$ cat src/rtl/usb_tx_line_encoder.sv
// usb_tx_line_encoder: bit stuffing, NRZI encoding and EOP generation for the USB transmit line.
// Ports: clock (bit-time clock), reset_n (sync, active-low),
//        bit_in/bit_valid/bit_last/bit_ready (raw packet bit handshake),
//        DP_out/DM_out (line levels), sending (tristate enable),
//        pkt_done (pulse on normal completion), underrun (pulse on abort).
module usb_tx_line_encoder #(
    parameter int STUFF_LEN    = 6,
    parameter int EOP_SE0_BITS = 2
) (
    input  logic clock,
    input  logic reset_n,
    input  logic bit_in,
    input  logic bit_valid,
    input  logic bit_last,
    output logic bit_ready,
    output logic DP_out,
    output logic DM_out,
    output logic sending,
    output logic pkt_done,
    output logic underrun
);
    localparam logic [2:0] S_IDLE    = 3'd0;
    localparam logic [2:0] S_SEND    = 3'd1;
    localparam logic [2:0] S_STUFF   = 3'd2;
    localparam logic [2:0] S_EOP_SE0 = 3'd3;
    localparam logic [2:0] S_EOP_J   = 3'd4;
    localparam int CW = $clog2(STUFF_LEN + 1);
    localparam int EW = $clog2(EOP_SE0_BITS + 1);
    logic [2:0]    r_state;
    logic [CW-1:0] r_cnt;
    logic [EW-1:0] r_se0;
    logic          r_last, r_abort, r_dp, r_dm, r_sending, r_done, r_under;
    logic          w_xfer, w_ref, w_dp, w_stuff, w_se0_end;
    logic [CW-1:0] w_base, w_cnt;
    // Each state's line action is registered on the edge that leaves it,
    // so every level shows on the bus the cycle after it is decided.
    // A new packet always encodes against J with a cleared stuff count.
    assign w_ref     = (r_state == S_IDLE) ? 1'b1 : r_dp;
    assign w_base    = (r_state == S_IDLE) ? '0 : r_cnt;
    assign w_dp      = bit_in ? w_ref : ~w_ref;
    assign w_cnt     = bit_in ? w_base + CW'(1) : '0;
    assign w_stuff   = (w_cnt == CW'(STUFF_LEN));
    assign w_se0_end = (r_se0 == EW'(EOP_SE0_BITS - 1));
    assign bit_ready = reset_n && (r_state == S_IDLE || r_state == S_SEND);
    assign w_xfer    = bit_valid && bit_ready;
    assign DP_out    = r_dp;
    assign DM_out    = r_dm;
    assign sending   = r_sending;
    assign pkt_done  = r_done;
    assign underrun  = r_under;
    always_ff @(posedge clock) begin
        if (!reset_n) begin
            r_state   <= S_IDLE;
            r_cnt     <= '0;
            r_se0     <= '0;
            r_last    <= 1'b0;
            r_abort   <= 1'b0;
            r_dp      <= 1'b1;
            r_dm      <= 1'b0;
            r_sending <= 1'b0;
            r_done    <= 1'b0;
            r_under   <= 1'b0;
        end else begin
            r_done  <= 1'b0;
            r_under <= 1'b0;
            case (r_state)
                S_IDLE, S_SEND: begin
                    if (w_xfer) begin
                        r_dp      <= w_dp;
                        r_dm      <= ~w_dp;
                        r_sending <= 1'b1;
                        r_cnt     <= w_cnt;
                        r_last    <= bit_last;
                        r_state   <= w_stuff ? S_STUFF : (bit_last ? S_EOP_SE0 : S_SEND);
                    end else if (r_state == S_SEND) begin
                        // Starved mid-packet: hold the line and close with an EOP.
                        r_under <= 1'b1;
                        r_abort <= 1'b1;
                        r_state <= S_EOP_SE0;
                    end else begin
                        r_dp      <= 1'b1;
                        r_dm      <= 1'b0;
                        r_sending <= 1'b0;
                        r_cnt     <= '0;
                    end
                end
                S_STUFF: begin
                    r_dp    <= ~r_dp;
                    r_dm    <= r_dp;
                    r_cnt   <= '0;
                    r_state <= r_last ? S_EOP_SE0 : S_SEND;
                end
                S_EOP_SE0: begin
                    r_dp    <= 1'b0;
                    r_dm    <= 1'b0;
                    r_se0   <= w_se0_end ? '0 : r_se0 + EW'(1);
                    r_state <= w_se0_end ? S_EOP_J : S_EOP_SE0;
                end
                S_EOP_J: begin
                    r_dp    <= 1'b1;
                    r_dm    <= 1'b0;
                    r_done  <= ~r_abort;
                    r_abort <= 1'b0;
                    r_state <= S_IDLE;
                end
                default: r_state <= S_IDLE;
            endcase
        end
    end
endmodule

$ cat config.mk
export PLATFORM = sky130hd
export DESIGN_NAME = usb_tx_line_encoder
export DESIGN_NICKNAME = d
export VERILOG_FILES = /design/src/rtl/usb_tx_line_encoder.sv
export SDC_FILE = /design/constraint.sdc
export NUM_CORES = 1
export LEC_CHECK = 0
export ABC_AREA = 1
export BUFFER_PORTS_ARGS = -buffer_cell sky130_fd_sc_hd__buf_4
export CAP_MARGIN = 40
export CORE_MARGIN = 2
export CORE_UTILIZATION = 30
export DETAILED_ROUTE_END_ITERATION = 6
export GPL_TIMING_DRIVEN = 0
export PLACE_DENSITY_LB_ADDON = 0.2
export SLEW_MARGIN = 20
export SYNTH_ARGS = -nofsm -noshare
export SYNTH_HDL_FRONTEND = slang
export SYNTH_SLANG_ARGS = --single-unit
$ cat constraint.sdc
create_clock -name clock -period 2.2 [get_ports clock]
set_input_delay 0.55 -clock clock [delete_from_list [all_inputs] [get_ports clock]]
set_output_delay 0.55 -clock clock [all_outputs]
set_load 0.05 [all_outputs]
==> results_dict.tcl, run 1 <==
set metrics [dict create \
    ys_seq_area_frac 0.4211 \
    synth_flop_cell "dfxtp_1" \
    core_area_sq_um 2233 \
    chipWidth_microns 52.76 \
    cp-start-kind "flip-flop" \
    htreeDepth 1 \
    synthCells 101 \
    grt_pass1_vias 614 \
    ff2ff_path_depth 11 \
    synth_top_area_cell "dfxtp_1" \
    nNetsFinal 122 \
    synth.avg_cell_area_sq_um 7.061 \
    min_delay_path_depth 1 \
    drv_cap 0 \
    cts_root_buffer "clkbuf_4" \
    fin_crit_sh 0.7968 \
    top_regs "r_cnt (3), r_state (3), r_se0 (2)" \
    avgViaCountPerCell 4.734 \
    netlist.area_leader.share 0.4211 \
    tritoncts "built" \
    drtIter0Drc 17 \
    synth_area_leaders "dfxtp_1 (42%), nand2_1 (9.5%), a21oi_1 (7.7%), inv_1 (7.4%), nor2_1 (6.3%)" \
    synth-seq-cells 15 \
    worstReg2RegStart "r_state[2]$_SDFFE_PN0P_" \
    critical-path-slowest-cell "dfxtp_1" \
    hold_buffers 0 \
    layout-drive-gt1-share 0.2087 \
    crit_required_ns 2.41 \
    p_leak_uw 0.0004048 \
    ctsResizeCount 0 \
    initial_core_util 0.3193 \
    rsz0062_at_grt "no" \
    ys_types 19 \
    antenna_found_initial 0 \
    worstSetupPathType "flip-flop to flip-flop" \
    fmax_mhz 570.5 \
    die-area_sq_um 2783 \
    num_vias 677 \
    crit_path_frequent_cell "nand2_1" \
    max_slew_margin 0.8472 \
    ys_warn_count 0 \
    n_antenna_cell 0 \
    post_cts_buffers 0 \
    rr_endpoint "r_state[1]$_SDFFE_PN0P_" \
    track_usage 0.1249 \
    hpwl_microns 1118 \
    vdd_drop_max_mv 0.6922 \
    grt_overflow_total 0 \
    hold_path.class "flip-flop to flip-flop" \
    fin_util 0.3804 \
    num_rows 17 \
    status "finished, final reports clean" \
    syn_area_sq_um 713.2 \
    grt_max_degree 10 \
    path_clk_slew_ns 0.08 \
    powerDensity_nw_per_um2 1155 \
    synth_commonest_cells "nand2_1 (18), dfxtp_1 (15), inv_1 (14)" \
    finalWeightedCongestion 0.8263 \
    tightest_slew_ns 0.2267 \
    die_h_microns 52.76 \
    io-pin-count 11 \
    wire_per_inst_microns 9.958 \
    cts-buffers-inserted 3 \
    synth_nets 107 \
    cp_max_fo 7 \
    postRouteAntennaNets 0 \
    fin_worst_skew_ns 0.003030 \
    hp-start "r_se0[1]$_SDFFE_PN0P_" \
    cp_cell_sequence "nor2_1, nand2_2, nand2_2, inv_1, ha_1, nand2_1, nor2_1, nand4_1, nand2_1, nand2_1, a21oi_1" \
    hold_violations 0 \
    clockBufferDepth 2 \
    synth-edff-count 0 \
    drtPass1Iterations 4 \
    finalSetupViolations 0 \
    worst_setup_path_end_kind "flip-flop" \
    totalWireLength_microns 1424 \
    syn2layout_area_growth_pct 19.12 \
    numPortBuffers 10 \
    clock_latency_ns 0.28 \
    slowest_delay_ns 0.35 \
    maxSlewViolCount 0 \
    crit_arrival_ns 1.97 \
    tns_ns 0 \
    fin_hold_ws_ns 0.4218 \
    grt_pass1_wl_microns 2553 \
    holdPathEnd "r_state[2]$_SDFFE_PN0P_" \
    numClockSinks 15 \
    drc 0 \
    yosysMostFrequentCell "nand2_1" \
    rrSetupSlack_ns 0.45 \
    period_minus_slack_ns 1.753 \
    async_reset_ff_frac 0 \
]
placed cells by master (no fill, tap or decap):
cell,count
clkbuf_4,3
nor4_1,1
nand2_4,2
a21oi_1,11
dfxtp_1,15
nor3_1,2
nor2_4,1
buf_4,10
o21ai_2,1
nor2_1,12
inv_1,14
o21ai_0,5
nand3_1,7
ha_1,1
nand3b_1,1
nand4_1,2
clkbuf_1,1
inv_2,4
o21ai_1,1
nand2_1,18
and2_4,1
nand2_2,2
stage by stage:
step | power (uW) | worst slack [ns] | instances | cell area, sq um
floorplan | 717.6 | 0.6121 | 101 | 713.2
global placement | 831.1 | 0.4559 | 139 | 823.3
detailed placement | 832.9 | 0.4516 | 139 | 823.3
CTS | 990.0 | 0.4256 | 143 | 849.6
global route | 1059 | 0.2928 | 143 | 849.6
finish | 981.2 | 0.4470 | 143 | 849.6
final cells by class:
| cell class | count | area (sq um) |
|---|---|---|
| well taps | 28 | 35.03 |
| flip-flops and latches | 15 | 300.3 |
| fillers | 239 | 1384 |
| multi-input cells | 68 | 345.3 |
| inverters | 18 | 67.56 |
| clock buffers | 4 | 26.28 |
| repair buffers | 10 | 75.07 |
worst max-delay path by stage:
stage                                        from                       to  cells after the start
after floorplan                           reset_n      DM_out$_SDFFE_PN0P_                      8
after global placement    r_state[2]$_SDFFE_PN0P_  r_state[1]$_SDFFE_PN0P_                     11
after detailed placement  r_state[2]$_SDFFE_PN0P_  r_state[1]$_SDFFE_PN0P_                     11
after CTS                 r_state[2]$_SDFFE_PN0P_  r_state[1]$_SDFFE_PN0P_                     11
after global routing      r_state[2]$_SDFFE_PN0P_  r_state[1]$_SDFFE_PN0P_                     11
final                     r_state[2]$_SDFFE_PN0P_  r_state[1]$_SDFFE_PN0P_                     11
routing by layer:
metal,GRT usage,up-vias,part of all wire
li1,-,351,-
met1,0.1736,299,0.51
met2,0.1854,23,0.41
met3,0.02571,4,0.057
met4,0.05128,0,0.016
met5,0,-,0
power breakdown:
| group | internal (uW) | switching [uW] | leakage [uW] |
|---|---|---|---|
| Combinational | 137 | 326 | 0.000267 |
| Clock | 70.3 | 84.2 | 0.0000150 |
| Sequential | 326 | 36.9 | 0.000123 |
critical path, delay by kind of cell (launching register included):
kind	cells	cell delay, ns
flip-flops	1	0.35
buffers and inverters	1	0.04
AND/OR/NAND/NOR	8	0.90
AO/OA/AOI/OAI	1	0.11
adder cells (fa/ha/maj)	1	0.28
logic make-up after synthesis:
kind of cell | after synthesis | share of synthesized area
DFF | 15 | 0.4211
buffers and inverters | 18 | 0.09473
AOI/OAI and AO/OA | 18 | 0.1316
and+or+nand+nor | 49 | 0.3351
adders and majority gates | 1 | 0.01754
Note: power is estimated with default switching activity, not from simulation.
==> run 2: changes to the inputs <==
- clock period: 2.2 -> 1.8 ns (I/O delays scaled with it)
==> run 2 against run 1 <==
Net effect:
- power up 25%
- register-to-register slack worse by 0.28 ns
- clock-buffer cell count unchanged
- flip-flop and latch count unchanged
- largest cell class unchanged
- largest power group unchanged
==> results_dict.tcl, run 2 (same netlist as run 1, synthesis figures left out) <==
set metrics [dict create \
    syn2layout_area_growth_pct 20.88 \
    numPortBuffers 10 \
    grt_max_degree 10 \
    num_vias 676 \
    path_clk_slew_ns 0.09 \
    num_rows 17 \
    fin_worst_skew_ns 0.004341 \
    fin_crit_sh 0.9147 \
    hold_violations 0 \
    powerDensity_nw_per_um2 1418 \
    dp_cells 139 \
    drtIter0Drc 16 \
    nNetsFinal 122 \
    p_leak_uw 0.0004093 \
    die_h_microns 52.76 \
    n_antenna_cell 0 \
    worstSetupPathType "flip-flop to output port" \
    grt_pass1_vias 614 \
    antenna_found_initial 0 \
    fin_hold_ws_ns 0.3477 \
    drc 0 \
    hold_buffers 0 \
    cp_max_fo 4 \
    numClockSinks 15 \
    finalSetupViolations 0 \
    rsz0062_at_grt "no" \
    drtPass1Iterations 4 \
    hold_path.class "input port to flip-flop" \
    initial_core_util 0.3193 \
    cts-buffers-inserted 3 \
    grt_pass1_wl_microns 2553 \
    post_cts_buffers 0 \
    tns_ns 0 \
    hpwl_microns 1118 \
    slowest_delay_ns 0.37 \
    final_cell_mix "nand2_1 (18), dfxtp_1 (15), inv_1 (14)" \
    fmax_mhz 607.4 \
    vdd_drop_max_mv 0.8671 \
    totalWireLength_microns 1444 \
    clock_latency_ns 0.28 \
    maxSlewViolCount 0 \
    crit_arrival_ns 1.20 \
    finalWeightedCongestion 0.8263 \
    track_usage 0.1249 \
    cts_root_buffer "clkbuf_4" \
    core_area_sq_um 2233 \
    grt_overflow_total 0 \
    layout-drive-gt1-share 0.2174 \
    cp-start-kind "flip-flop" \
    max_slew_margin 0.8458 \
    wire_per_inst_microns 10.10 \
    chipWidth_microns 52.76 \
    status "finished, final reports clean" \
    avgViaCountPerCell 4.727 \
    tritoncts "built" \
    fin_util 0.3860 \
    period_minus_slack_ns 1.646 \
    rrSetupSlack_ns 0.17 \
    final_cells 143 \
    postRouteAntennaNets 0 \
    io-pin-count 11 \
    tightest_slew_ns 0.2288 \
    drv_cap 0 \
    critical-path-slowest-cell "dfxtp_1" \
    cp_cell_sequence "inv_2, nand2_1, nor2_4, buf_4" \
    mostFrequentLayoutCell "nand2_1" \
    top_regs "r_cnt (3), r_state (3), r_se0 (2)" \
    die-area_sq_um 2783 \
    htreeDepth 1 \
    crit_required_ns 1.35 \
    clockBufferDepth 2 \
    worst_setup_path_end_kind "output port" \
]
==> run 2: cell counts in the layout (fill, tap and decap cells not counted) <==
No cell type changed its count.
==> run 2: path summary, 6_finish.rpt <==
kind	endpoint	depth (start not counted)	start
hold / removal	underrun$_SDFF_PP0_	2	bit_valid
setup reg to reg	r_state[1]$_SDFFE_PN0P_	11	r_state[2]$_SDFFE_PN0P_
setup / recovery	bit_ready	4	r_state[2]$_SDFFE_PN0P_
hold reg to reg	r_state[2]$_SDFFE_PN0P_	1	r_se0[1]$_SDFFE_PN0P_
==> run 2: layout make-up <==
type | instances | area (sq um)
clock buffer | 4 | 26.28
fill | 241 | 1371
inverter | 18 | 67.56
sequential | 15 | 300.3
timing repair buffer | 10 | 75.07
multi-input combinational | 68 | 357.8
tap | 28 | 35.03
==> run 2: power breakdown <==
group	switching (uW)	total [uW]	internal (uW)
clock network	104	189	85.9
registers	51.9	450	398
logic	405	583	178
total	561	1220	662
==> run 2: metal layers <==
layer | wire (microns) | global-route usage | part of all wire | up-vias
met5 | 0 | 0 | 0 | -
met4 | 23 | 0.05128 | 0.016 | 0
met3 | 78 | 0.02571 | 0.054 | 4
met2 | 623 | 0.1854 | 0.43 | 21
met1 | 717 | 0.1736 | 0.50 | 297
li1 | - | - | - | 354
==> run 2: critical path, delay by kind of cell, from the launching register on <==
kind,cells,cell delay [ns]
buffers and inverters,2,0.32
AND/OR/NAND/NOR,2,0.23
flip-flops,1,0.37
==> run 2: metrics by stage <==
step / area, sq um / worst slack [ns] / total power, uW
2_1_floorplan: 713.2 / 0.2641 / 877.1
3_3_place_gp: 823.3 / 0.05590 / 1016
3_5_place_dp: 823.3 / 0.05155 / 1018
4_1_cts: 849.6 / 0.02560 / 1210
5_1_grt: 862.1 / 0.03603 / 1319
6_report: 862.1 / 0.1536 / 1223
==> run 2: what timing repair did <==
action,4_1_cts,5_1_grt
resized for setup,0,3
endpoints found under the hold margin,0,0
setup endpoints to repair,0,2
